--- src/rtl/fifo_arb_pkg.sv ---
`default_nettype none
// ============================================================================
// Module      : fifo_arb_pkg
// Description : Shared FSM state encoding and statistics counter width for
//               the FIFO write-port arbiter.
// Revision    : 1.0 - initial release
// ============================================================================
package fifo_arb_pkg;

    // Arbiter FSM states: IDLE arbitrates, BURST moves words for one owner
    typedef enum logic [0:0] {
        ST_IDLE  = 1'b0,
        ST_BURST = 1'b1
    } arb_state_e;

    // Width of each per-requester accepted-word counter
    localparam int STAT_W = 16;

endpackage : fifo_arb_pkg
`default_nettype wire

--- src/rtl/fifo_arb_rr_pick.sv ---
`default_nettype none
// ============================================================================
// Module      : fifo_arb_rr_pick
// Description : Combinational rotate-priority finder. Returns the first set
//               bit of req_i searching upward from rr_ptr_i, wrapping mod NREQ.
// Revision    : 1.0 - initial release
// ============================================================================
module fifo_arb_rr_pick #(
    parameter int NREQ = 4,
    parameter int IDXW = $clog2(NREQ)
) (
    input  logic [NREQ-1:0] req_i,
    input  logic [IDXW-1:0] rr_ptr_i,
    output logic            found_o,
    output logic [IDXW-1:0] idx_o
);

    // Scan from the farthest candidate back toward rr_ptr so the nearest hit wins
    always_comb begin : p_pick
        int              cand;
        logic [IDXW-1:0] cand_idx;
        found_o  = 1'b0;
        idx_o    = '0;
        cand     = 0;
        cand_idx = '0;
        for (int k = NREQ - 1; k >= 0; k--) begin
            cand     = (int'(rr_ptr_i) + k) % NREQ;
            cand_idx = IDXW'(cand);
            if (req_i[cand_idx]) begin
                found_o = 1'b1;
                idx_o   = cand_idx;
            end
        end
    end

endmodule : fifo_arb_rr_pick
`default_nettype wire

--- src/rtl/fifo_wr_arbiter.sv ---
`default_nettype none
// ============================================================================
// Module      : fifo_wr_arbiter
// Description : Round-robin, burst-capable arbiter sharing one async FIFO
//               write port among NREQ requesters (write-clock domain).
//               Optional macro FIFO_ARB_STATS_EN adds per-requester
//               saturating accepted-word counters (stat_clr / stat_words).
// Revision    : 1.0 - initial release
// ============================================================================
module fifo_wr_arbiter
    import fifo_arb_pkg::*;
#(
    parameter int NREQ      = 4,
    parameter int DWIDTH    = 8,
    parameter int MAX_BURST = 4
) (
    input  logic                       wclk,
    input  logic                       wrst,
    input  logic [NREQ-1:0]            req_valid,
    input  logic [NREQ*DWIDTH-1:0]     req_data,
    input  logic [NREQ-1:0]            req_last,
    output logic [NREQ-1:0]            req_ready,
    output logic                       fifo_w_en,
    output logic [DWIDTH-1:0]          fifo_wdata,
    input  logic                       fifo_wfull,
    output logic [$clog2(NREQ)-1:0]    grant_id,
    output logic                       busy
`ifdef FIFO_ARB_STATS_EN
    ,
    input  logic                       stat_clr,
    output logic [NREQ*STAT_W-1:0]     stat_words
`endif
);

    localparam int              IDXW     = $clog2(NREQ);
    localparam int              CNTW     = $clog2(MAX_BURST + 1);
    localparam logic [CNTW-1:0] LAST_CNT = CNTW'(MAX_BURST - 1);
    localparam logic [IDXW-1:0] TOP_IDX  = IDXW'(NREQ - 1);

    arb_state_e      state_q, state_d;
    logic [IDXW-1:0] grant_q, grant_d;
    logic [IDXW-1:0] rr_ptr_q, rr_ptr_d;
    logic [CNTW-1:0] burst_cnt_q, burst_cnt_d;

    logic            pick_found;
    logic [IDXW-1:0] pick_idx;
    logic            xfer;
    logic [IDXW-1:0] next_ptr;
    logic [DWIDTH-1:0] data_arr [NREQ];

    // Unflatten the requester data bus so the granted word can be selected by index
    for (genvar gi = 0; gi < NREQ; gi++) begin : g_unpack
        assign data_arr[gi] = req_data[gi*DWIDTH +: DWIDTH];
    end

    fifo_arb_rr_pick #(
        .NREQ (NREQ),
        .IDXW (IDXW)
    ) u_pick (
        .req_i    (req_valid),
        .rr_ptr_i (rr_ptr_q),
        .found_o  (pick_found),
        .idx_o    (pick_idx)
    );

    // Priority restarts just above whoever was last served
    assign next_ptr = (grant_q == TOP_IDX) ? '0 : grant_q + IDXW'(1);

    // Reset cycle forces every output low even though state only clears at the edge
    assign busy     = (state_q == ST_BURST) & ~wrst;
    assign grant_id = wrst ? '0 : grant_q;

    // Next-state and write-port decode; full stalls the burst without counting
    always_comb begin
        state_d     = state_q;
        grant_d     = grant_q;
        rr_ptr_d    = rr_ptr_q;
        burst_cnt_d = burst_cnt_q;
        xfer        = 1'b0;
        req_ready   = '0;
        fifo_w_en   = 1'b0;
        fifo_wdata  = '0;
        case (state_q)
            ST_IDLE: begin
                if (pick_found) begin
                    grant_d     = pick_idx;
                    burst_cnt_d = '0;
                    state_d     = ST_BURST;
                end
            end
            ST_BURST: begin
                xfer = req_valid[grant_q] & ~fifo_wfull & ~wrst;
                if (xfer) begin
                    fifo_w_en          = 1'b1;
                    fifo_wdata         = data_arr[grant_q];
                    req_ready[grant_q] = 1'b1;
                    burst_cnt_d        = burst_cnt_q + CNTW'(1);
                end
                if ((xfer & (req_last[grant_q] | (burst_cnt_q == LAST_CNT))) |
                    (~req_valid[grant_q] & ~fifo_wfull)) begin
                    state_d  = ST_IDLE;
                    rr_ptr_d = next_ptr;
                end
            end
            default: state_d = ST_IDLE;
        endcase
    end

    // FSM, grant, round-robin pointer and burst counter registers
    always_ff @(posedge wclk) begin
        if (wrst) begin
            state_q     <= ST_IDLE;
            grant_q     <= '0;
            rr_ptr_q    <= '0;
            burst_cnt_q <= '0;
        end else begin
            state_q     <= state_d;
            grant_q     <= grant_d;
            rr_ptr_q    <= rr_ptr_d;
            burst_cnt_q <= burst_cnt_d;
        end
    end

`ifdef FIFO_ARB_STATS_EN
    localparam logic [STAT_W-1:0] STAT_MAX = {STAT_W{1'b1}};

    for (genvar si = 0; si < NREQ; si++) begin : g_stat
        logic [STAT_W-1:0] words_q;

        // Saturating accepted-word count; clear takes precedence over increment
        always_ff @(posedge wclk) begin
            if (wrst || stat_clr) begin
                words_q <= '0;
            end else if (req_ready[si] && (words_q != STAT_MAX)) begin
                words_q <= words_q + STAT_W'(1);
            end
        end

        assign stat_words[si*STAT_W +: STAT_W] = words_q;
    end
`endif

endmodule : fifo_wr_arbiter
`default_nettype wire

--- config.mk ---
export PLATFORM = sky130hd
export DESIGN_NAME = fifo_wr_arbiter
export DESIGN_NICKNAME = d
export VERILOG_FILES = /design/src/rtl/fifo_arb_pkg.sv /design/src/rtl/fifo_arb_rr_pick.sv /design/src/rtl/fifo_wr_arbiter.sv
export SDC_FILE = /design/constraint.sdc
export NUM_CORES = 1
export LEC_CHECK = 0
export ABC_CLOCK_PERIOD_IN_PS = 2500
export CAP_MARGIN = 20
export CORE_MARGIN = 2
export CORE_UTILIZATION = 35
export CTS_CLUSTER_SIZE = 40
export DETAILED_ROUTE_END_ITERATION = 6
export PLACE_DENSITY = 0.79
export SYNTH_ARGS = -nofsm -noshare
export SYNTH_HDL_FRONTEND = slang
export SYNTH_HIERARCHICAL = 1
export SYNTH_SLANG_ARGS = --single-unit
--- constraint.sdc ---
create_clock -name wclk -period 2.5 [get_ports wclk]
set_clock_uncertainty 0.1 [all_clocks]
set_input_delay 0.5 -clock wclk [delete_from_list [all_inputs] [get_ports wclk]]
set_output_delay 0.5 -clock wclk [all_outputs]
set_load 0.05 [all_outputs]
==> results of run 1 <==
-- worst min-delay path by stage --
| stage | from | to | depth (start not counted) |
|---|---|---|---|
| 2_1_floorplan | burst_cnt_q[2] | burst_cnt_q[2] | 2 |
| 5_1_grt | burst_cnt_q[1] | burst_cnt_q[1] | 2 |
| 3_5_place_dp | burst_cnt_q[1] | burst_cnt_q[1] | 2 |
| 3_3_place_gp | burst_cnt_q[2] | burst_cnt_q[2] | 2 |
| 4_1_cts | burst_cnt_q[1] | burst_cnt_q[1] | 2 |
| 6_report | burst_cnt_q[2] | burst_cnt_q[2] | 2 |
-- power by group --
part,internal [uW],switching (uW)
clock network,55.3,50.3
logic,137,92.1
registers,134,8.22
-- registers in the layout, indices dropped and copies added (netlist names) --
| register | count |
|---|---|
| grant_q | 2 |
| burst_cnt_q | 3 |
| rr_ptr_q | 2 |
| state_q | 1 |
-- per-stage QoR --
step | total power, uW | util
2_1_floorplan | 253 | -
5_1_grt | 504 | 0.678
3_5_place_dp | 368 | 0.642
3_3_place_gp | 364 | 0.642
4_1_cts | 480 | 0.677
6_report | 477 | 0.678
-- worst reg2reg max path: stages (launching register included) --
cell and delay (ns):
dfxtp_1 0.51, buf_4 0.23, nor2b_1 0.18, a21o_1 0.16, nor2_1 0.06, a2111oi_2 0.32
-- cell usage in the layout (no fill, tap or decap) --
cell,netlist,layout
nor2b_1,3,2
nand2_1,3,3
nand3b_4,1,1
mux4_2,9,9
mux2i_1,5,5
a221oi_1,1,1
a21o_1,1,1
nor2b_2,0,1
o211ai_1,3,3
a211oi_2,1,1
and2_1,11,10
clkdlybuf4s50_1,0,38
ha_1,6,6
inv_4,0,1
and2_4,0,1
a211oi_1,1,1
buf_6,1,12
a21bo_2,1,1
a2111oi_2,1,1
buf_4,0,14
a21oi_1,6,6
buf_12,0,3
nand2b_1,6,6
nor2_1,12,12
inv_1,5,5
nor3b_1,1,1
o2111ai_1,1,1
inv_6,0,1
dfxtp_1,8,8
clkbuf_4,0,3
nand3_1,3,3
dlygate4sd2_1,0,4
-- cell type report --
cell class	count	area [um2]	area share
clock buffers	3	22.5	0.0137
inverters	6	27.5	0.0167
multi-input cells	76	679	0.412
flip-flops and latches	8	160	0.0971
well taps	30	37.5	0.0228
repair buffers	71	716	0.434
repair inverters	1	6.26	0.00379
-- kinds of logic (layout without fill, tap and decap cells) --
| family | count (synthesis) | after routing | share of synthesized area |
|---|---|---|---|
| AO/OA/AOI/OAI | 16 | 16 | 0.139 |
| adder cells (fa/ha/maj) | 6 | 6 | 0.0852 |
| buffers and inverters | 10 | 81 | 0.0525 |
| flip-flops | 8 | 8 | 0.182 |
| multiplexers | 14 | 14 | 0.287 |
| AND/OR/NAND/NOR | 40 | 40 | 0.254 |
-- routing by layer --
layer,wire [um],track usage
met1,1000,0.183
met2,1480,0.404
met3,374,0.0667
met4,28,0.0917
met5,0,0
-- timing repair --
| action | 4_1_cts | 5_1_grt |
|---|---|---|
| hold buffers | 0 | 0 |
| cloned | 1 | 0 |
| resized for setup | 20 | 1 |
| endpoints found under the setup margin | 13 | 1 |
| buffers inserted | 1 | 0 |
==> results.py, run 1 <==
metrics = {
    "route": {
        "drtIter0Drc": 17,
        "dr.pass1.iters": 4,
        "vias": 1030,
        "drcViolationCount": 0,
        "wire_per_inst_um": 14.8,
        "ant_nets": 0,
        "vias_per_cell": 5.28,
        "routed_wl_um": 2880,
    },
    "critical_path": {
        "cp_slowest_cell": "mux4_2",
        "crit_family": "multiplexers",
        "critPathMaxStageDelay_ns": 0.51,
        "cp_num_cells": 6,
        "endpoint": "fifo_wdata[4]",
        "worstPathArrival_ns": 1.77,
        "critPathRequiredTime_ns": 1.90,
        "worst_r2r_startpoint": "grant_q[1]",
        "reg2reg_depth": 5,
        "crit_type": "primary input to output pin",
        "path_max_fanout": 6,
        "crit_chain": "dlygate4sd2_1 > mux4_2 > nand3b_4 > inv_4 > and2_1 > buf_6",
        "critPathCaptureType": "output pin",
        "worst_setup_path_start_kind": "primary input",
        "worstSetupStartpoint": "req_valid[2]",
        "cp_num_buf_inv": 3,
        "r2r_end": "state_q",
        "r2r_slack_ns": 0.82,
    },
    "logic_synthesis": {
        "ys_types": 27,
        "yosysMostFrequentCell": "nor2_1",
        "synth_edf_count": 0,
        "synth_area_per_cell_um2": 9.37,
        "ys.flop_type": "dfxtp_1",
        "ys_ff_latch": 8,
        "netlist.area_leader.share": 0.230,
        "async_reset_ff_frac": 0,
        "synthTopCellsByCount": "nor2_1, and2_1, mux4_2, dfxtp_1",
        "yosysSeqAreaShare": 0.182,
        "netlist_area_um2": 881,
        "synth_area_leaders": "mux4_2, dfxtp_1, ha_1",
        "syn_nets": 143,
        "yosys_warnings": 6,
        "netlist_instances": 94,
        "synth_top_area_cell": "mux4_2",
    },
    "die": {
        "start_util": 0.362,
        "dieArea_mm2": 0.00293,
        "rows": 18,
        "io_pins": 59,
        "core-area_mm2": 0.00243,
        "die_h_um": 54.2,
        "die_x_um": 54.2,
    },
    "clock_network": {
        "path_clk_slew_ns": 0.05,
        "cts_tree": "built",
        "h-tree-depth": 1,
        "insertion_delay_ns": 0.27,
        "cts-root-buf": "clkbuf_4",
        "clockBufferDepth": 2,
        "cts_buffers": 3,
        "cts_sinks": 8,
    },
    "global_routing": {
        "overflow": 0,
        "grt_pass1_vias": 1029,
        "grt_max_degree": 14,
        "antenna_found_initial": 0,
        "grt_usage": 0.204,
        "grt_pass1_wl_um": 4240,
    },
    "finish": {
        "nFillCells": 188,
        "area_growth_pct": 87.2,
        "fin_nets": 216,
        "layout.cells.non_filler": 195,
        "stdcell_area_mm2": 0.00165,
        "diodes": 0,
        "drive_gt1_frac": 0.297,
    },
    "sta": {
        "fmax_mhz": 421,
        "hold_viol_final": 0,
        "tns_ns": 0,
        "fin_crit_ns": 2.37,
        "relSlewSlack": 0.761,
        "rsz0062_at_grt": "no",
        "setup_ws_ns": 0.125,
        "whs_ns": 0.377,
        "slew_viol_final": 0,
        "worstMarginPinSlew_ns": 0.358,
        "fin_crit_sh": 0.950,
        "setup_viol": 0,
    },
    "flow_run": {
        "maxCapViolCount": 0,
    },
    "run_status": {
        "status": "finished, final reports clean",
    },
    "placement": {
        "pre_cts_ws_ns": -0.101,
        "routabilityCongestion": 0.776,
        "dp_hpwl_um": 2300,
        "place_area_mm2": 0.00156,
        "io_buffers": 58,
        "dp.cells": 190,
    },
    "worst_hold_path": {
        "min-delay-path-class": "flip-flop to flip-flop",
    },
    "power": {
        "ir_worst_vdd_v": 0.000362,
        "p_leak_uw": 0.000683,
        "powerDensity_mw_per_mm2": 289,
    },
}
Power figures use the tool's default switching activity.
==> run 2: changes to the inputs <==
- ABC_CLOCK_PERIOD_IN_PS: 2500 -> 2190
- CELL_PAD_IN_SITES_DETAIL_PLACEMENT: not set -> 1
- CELL_PAD_IN_SITES_GLOBAL_PLACEMENT: not set -> 1
- CORE_UTILIZATION: 35 -> 25
- PLACE_DENSITY: 0.79 -> not set
- PLACE_DENSITY_LB_ADDON: not set -> 0.1
- clock period: 2.5 -> 2.19 ns (I/O delays scaled with it)
==> run 2 against run 1 <==
  * The flow now finishes with violations (setup timing)
  * Sequential share of layout area is 0.37 points lower
  * First-iteration DRC count increased by 5.9%
  * Combinational power rose by 23%
  * Worst hold slack lost 0.0023 ns
==> results.py, run 2 (synthesis results as in run 1) <==
metrics = {
    "route": {
        "vias": 1000,
        "routed_wl_um": 3360,
        "dr.pass1.iters": 4,
        "vias_per_cell": 4.74,
        "ant_nets": 0,
        "drcViolationCount": 0,
        "wire_per_inst_um": 15.9,
        "drtIter0Drc": 18,
    },
    "sta": {
        "fin_crit_ns": 2.21,
        "setup_ws_ns": -0.0241,
        "fin_crit_sh": 1.01,
        "relSlewSlack": 0.752,
        "worstMarginPinSlew_ns": 0.372,
        "fmax_mhz": 452,
        "rsz0062_at_grt": "yes",
        "hold_viol_final": 0,
        "slew_viol_final": 0,
        "tns_ns": -0.209,
        "setup_viol": 11,
    },
    "global_routing": {
        "grt_pass1_vias": 1111,
        "overflow": 0,
        "grt_pass1_wl_um": 5740,
        "grt_usage": 0.183,
        "antenna_found_initial": 0,
        "grt_max_degree": 15,
    },
    "placement": {
        "routabilityCongestion": 0.706,
        "dp_hpwl_um": 2620,
        "pre_cts_ws_ns": -0.334,
        "io_buffers": 58,
    },
    "die": {
        "dieArea_mm2": 0.00401,
        "rows": 21,
        "core-area_mm2": 0.00336,
        "die_x_um": 63.4,
        "die_h_um": 63.4,
        "io_pins": 59,
        "start_util": 0.262,
    },
    "critical_path": {
        "critPathRequiredTime_ns": 1.65,
        "critPathCaptureType": "output pin",
        "worstPathArrival_ns": 1.68,
        "crit_type": "flip-flop to output pin",
        "path_max_fanout": 7,
        "worst_setup_path_start_kind": "flip-flop",
    },
    "clock_network": {
        "insertion_delay_ns": 0.25,
        "hold_buffers": 0,
        "cts_sinks": 8,
        "cts-root-buf": "clkbuf_4",
        "clockBufferDepth": 2,
        "cts_buffers": 3,
        "path_clk_slew_ns": 0.06,
        "h-tree-depth": 1,
        "cts_tree": "built",
    },
    "worst_hold_path": {
        "min-delay-path-class": "flip-flop to flip-flop",
    },
    "run_status": {
        "status": "finished with violations",
        "violations": "setup timing",
    },
    "finish": {
        "top_regs": "burst_cnt_q (3), grant_q (2), rr_ptr_q (2)",
        "diodes": 0,
        "layout_commonest_cell": "clkdlybuf4s50_1",
        "multi_input_area_um2": 712,
        "ff_latch_area_um2": 164,
        "drive_gt1_frac": 0.370,
        "nFillCells": 391,
        "largest_register_ffs": 3,
        "final_cell_mix": "clkdlybuf4s50_1, and2_4, nor2_1",
        "area_growth_pct": 99.3,
        "largest-register": "burst_cnt_q",
        "fin_nets": 216,
    },
    "power": {
        "ir_worst_vdd_v": 0.000306,
        "p_leak_uw": 0.000709,
        "powerDensity_mw_per_mm2": 318,
    },
    "flow_run": {
        "maxCapViolCount": 0,
    },
}
run 2: cell count changes in the layout (fill, tap and decap cells not counted), sizes merged:
| cell | delta |
|---|---|
| clkdlybuf4s15 | +4 |
| dlygate4sd2 | -4 |
run 2: area by class of cell:
cell class	instances	share of cell area
flip-flops and latches	8	0.0934
well taps	46	0.0328
repair buffers	71	0.435
multi-input cells	76	0.406
repair inverters	1	0.00499
inverters	6	0.0157
clock buffers	3	0.0128
run 2: per-layer routing:
| metal | vias up | wire length, um | GRT usage |
|---|---|---|---|
| li1 | 486 | - | - |
| met2 | 32 | 1800 | 0.341 |
| met3 | 0 | 168 | 0.0411 |
| met1 | 482 | 1390 | 0.220 |
| met5 | - | 0 | 0 |
| met4 | 0 | 0 | 0.0163 |
run 2: worst max-delay path, cell delays in order (launching register included):
cell	delay (ns)
dfxtp_4	0.36
mux4_2	0.55
nand3b_4	0.16
inv_6	0.06
and2_4	0.14
buf_8	0.14
run 2: path summary, 6_finish.rpt:
check	end	startpoint	cells past startpoint	slack (ns)
worst max-delay path	req_ready[2]	grant_q[0]	5	-0.02
worst min-delay path	burst_cnt_q[2]	burst_cnt_q[2]	2	0.37
worst max register to register	burst_cnt_q[1]	grant_q[0]	7	0.48
worst min register to register	burst_cnt_q[2]	burst_cnt_q[2]	2	0.37
run 2: power by group:
| part | internal, uW | switching, uW |
|---|---|---|
| Clock | 62.9 | 52.8 |
| Sequential | 152 | 8.14 |
| Combinational | 166 | 115 |
| Total | 381 | 176 |
run 2: stage by stage:
step | instances | power (uW) | hold slack, ns | utilization | cell area [um2]
CTS | 211 | 563 | 0.380 | 0.516 | 1740
global placement | 206 | 423 | 0.355 | 0.475 | 1600
floorplan | 94 | 289 | 0.348 | - | 882
finish | 211 | 557 | 0.374 | 0.522 | 1760
detailed placement | 206 | 430 | 0.371 | 0.475 | 1600
global route | 211 | 599 | 0.415 | 0.522 | 1760
run 2: what timing repair did:
item,4_1_cts,5_1_grt
gates cloned,1,0
endpoints found under the hold margin,0,0
endpoints found under the setup margin,13,13
setup buffers,1,0
pin swaps,1,3
resized for setup,42,6
==> run 3: changes to the inputs <==
- PLACE_DENSITY: not set -> 0.93
- PLACE_DENSITY_LB_ADDON: 0.1 -> not set
==> run 3 against run 2 <==
  * The flow still finishes with violations (setup timing)
  * Sequential power barely moved
  * Final cell count is the same
  * Non-clock buffer count increased by 1
  * Routed wire length increased by 15%
  * Register-to-register slack about the same
  * Critical path depth grew 1
  * Die area unchanged
  * Via count grew 4.4%
  * Sequential share of layout area grew 0.21 points
  * Power increased by 0.53%
==> results.py, run 3 (synthesis results as in run 1) <==
metrics = {
    "route": {
        "ant_nets": 0,
        "wire_per_inst_um": 18.3,
        "dr.pass1.iters": 4,
        "vias_per_cell": 4.95,
        "drcViolationCount": 0,
        "routed_wl_um": 3860,
        "drtIter0Drc": 32,
        "vias": 1044,
    },
    "die": {
        "dieArea_mm2": 0.00401,
        "die_h_um": 63.4,
        "rows": 21,
        "start_util": 0.262,
        "io_pins": 59,
        "core-area_mm2": 0.00336,
        "die_x_um": 63.4,
    },
    "power": {
        "p_seq_frac": 0.288,
        "p_clk_frac": 0.208,
        "power_uw": 560,
        "internal-power_uw": 380,
        "powerDensity_mw_per_mm2": 326,
        "ir_worst_vdd_v": 0.000180,
        "p_leak_uw": 0.000692,
        "p_switching_uw": 181,
        "combPwrFrac": 0.505,
        "swShare": 0.322,
    },
    "finish": {
        "multi_input_area_um2": 692,
        "fin_nets": 216,
        "top_regs": "burst_cnt_q (3), grant_q (2), rr_ptr_q (2)",
        "layout.cells.non_filler": 211,
        "largest-register": "burst_cnt_q",
        "diodes": 0,
        "drive_gt1_frac": 0.321,
        "largest_register_ffs": 3,
        "layout_commonest_cell": "clkdlybuf4s50_1",
        "ff_latch_area_um2": 164,
        "final_cell_mix": "clkdlybuf4s50_1, buf_6, buf_4",
        "area_growth_pct": 94.9,
        "nFillCells": 395,
    },
    "run_status": {
        "status": "finished with violations",
        "violations": "setup timing",
    },
    "sta": {
        "fin_crit_sh": 1.02,
        "worstMarginPinSlew_ns": 0.342,
        "rsz0062_at_grt": "yes",
        "fin_crit_ns": 2.24,
        "slew_viol_final": 0,
        "whs_ns": 0.380,
        "hold_viol_final": 0,
        "setup_ws_ns": -0.0451,
        "setup_viol": 12,
        "relSlewSlack": 0.772,
        "fmax_mhz": 447,
    },
    "global_routing": {
        "overflow": 0,
        "grt_pass1_vias": 1198,
        "grt_usage": 0.195,
        "grt_max_degree": 15,
        "grt_pass1_wl_um": 5950,
        "antenna_found_initial": 0,
    },
    "critical_path": {
        "reg2reg_depth": 5,
        "worst_r2r_startpoint": "grant_q[0]",
        "critPathMaxStageDelay_ns": 0.51,
        "worstPathArrival_ns": 1.70,
        "crit_chain": "dlygate4sd2_1 > mux4_2 > nand3b_4 > inv_6 > and2_4 > buf_6",
        "cp_slowest_cell": "mux4_2",
        "critPathCaptureType": "output pin",
        "path_max_fanout": 13,
        "r2r_end": "rr_ptr_q[0]",
        "worst_setup_path_start_kind": "primary input",
        "crit_type": "primary input to output pin",
        "critPathRequiredTime_ns": 1.65,
        "r2r_slack_ns": 0.49,
    },
    "clock_network": {
        "cts_sinks": 8,
        "cts-root-buf": "clkbuf_4",
        "h-tree-depth": 1,
        "cts_buffers": 3,
        "path_clk_slew_ns": 0.05,
        "clockBufferDepth": 2,
        "insertion_delay_ns": 0.26,
        "cts_tree": "built",
        "hold_buffers": 0,
    },
    "worst_hold_path": {
        "hold_end": "burst_cnt_q[1]",
        "min-delay-start": "burst_cnt_q[1]",
        "min-delay-path-class": "flip-flop to flip-flop",
        "holdPathStages": 2,
    },
    "placement": {
        "dp.cells": 206,
        "routabilityCongestion": 0.833,
        "io_buffers": 58,
        "dp_hpwl_um": 3020,
    },
    "flow_run": {
        "maxCapViolCount": 0,
    },
}
[run 3: cell count changes in the layout (fill, tap and decap cells not counted), sizes merged]
cell | before | now
inv | 7 | 6
dlygate4sd2 | 0 | 2
buf | 29 | 30
clkdlybuf4s15 | 4 | 2
[run 3: worst max path at each step]
| stage | end | slack, ns | start | depth (start not counted) |
|---|---|---|---|---|
| finish | req_ready[1] | -0.05 | req_valid[0] | 6 |
| global route | req_ready[1] | -0.09 | grant_q[0] | 5 |
| CTS | req_ready[0] | -0.05 | grant_q[0] | 5 |
| detailed placement | req_ready[2] | -0.35 | req_valid[2] | 6 |
| global placement | req_ready[2] | -0.29 | req_valid[3] | 6 |
| floorplan | fifo_wdata[0] | 0.003 | fifo_wfull | 5 |
[run 3: final cells by class]
| cell class | count | area share |
|---|---|---|
| sequential | 8 | 0.0955 |
| clock buffer | 3 | 0.0131 |
| tap | 46 | 0.0335 |
| timing repair buffer | 72 | 0.439 |
| inverter | 6 | 0.0160 |
| multi-input combinational | 76 | 0.403 |
[run 3: layer usage]
metal	part of all wire	track usage
met1	0.40	0.213
met2	0.51	0.362
met5	0	0
met4	0.0083	0.0571
met3	0.082	0.0554
[run 3: through the flow]
stage	TNS, ns	worst slack (ns)	cell area (um2)	util
floorplan	0	0.00253	882	-
global route	-0.953	-0.0867	1720	0.510
finish	-0.414	-0.0451	1720	0.510
CTS	-0.436	-0.0464	1700	0.504
detailed placement	-3.80	-0.349	1600	0.475
global placement	-3.09	-0.287	1600	0.475
[run 3: power groups by stage]
stage               Combinational [uW]  Sequential (uW)  Clock [uW]
finish                             283              161         116
detailed placement                 268              163           0
CTS                                277              161         124
global route                       301              162         129
global placement                   257              162           0
floorplan                          127              163           0
[run 3: what timing repair did]
item | in CTS | in global routing
buffers inserted | 1 | 1
pin swaps | 0 | 1
gates resized for setup | 28 | 4
setup endpoints to repair | 13 | 13
[run 3: critical path: cells and delay by family]
family / cells / cell delay (ns)
buffers and inverters: 3 / 0.45
multiplexers: 1 / 0.51
AND/OR/NAND/NOR: 2 / 0.29
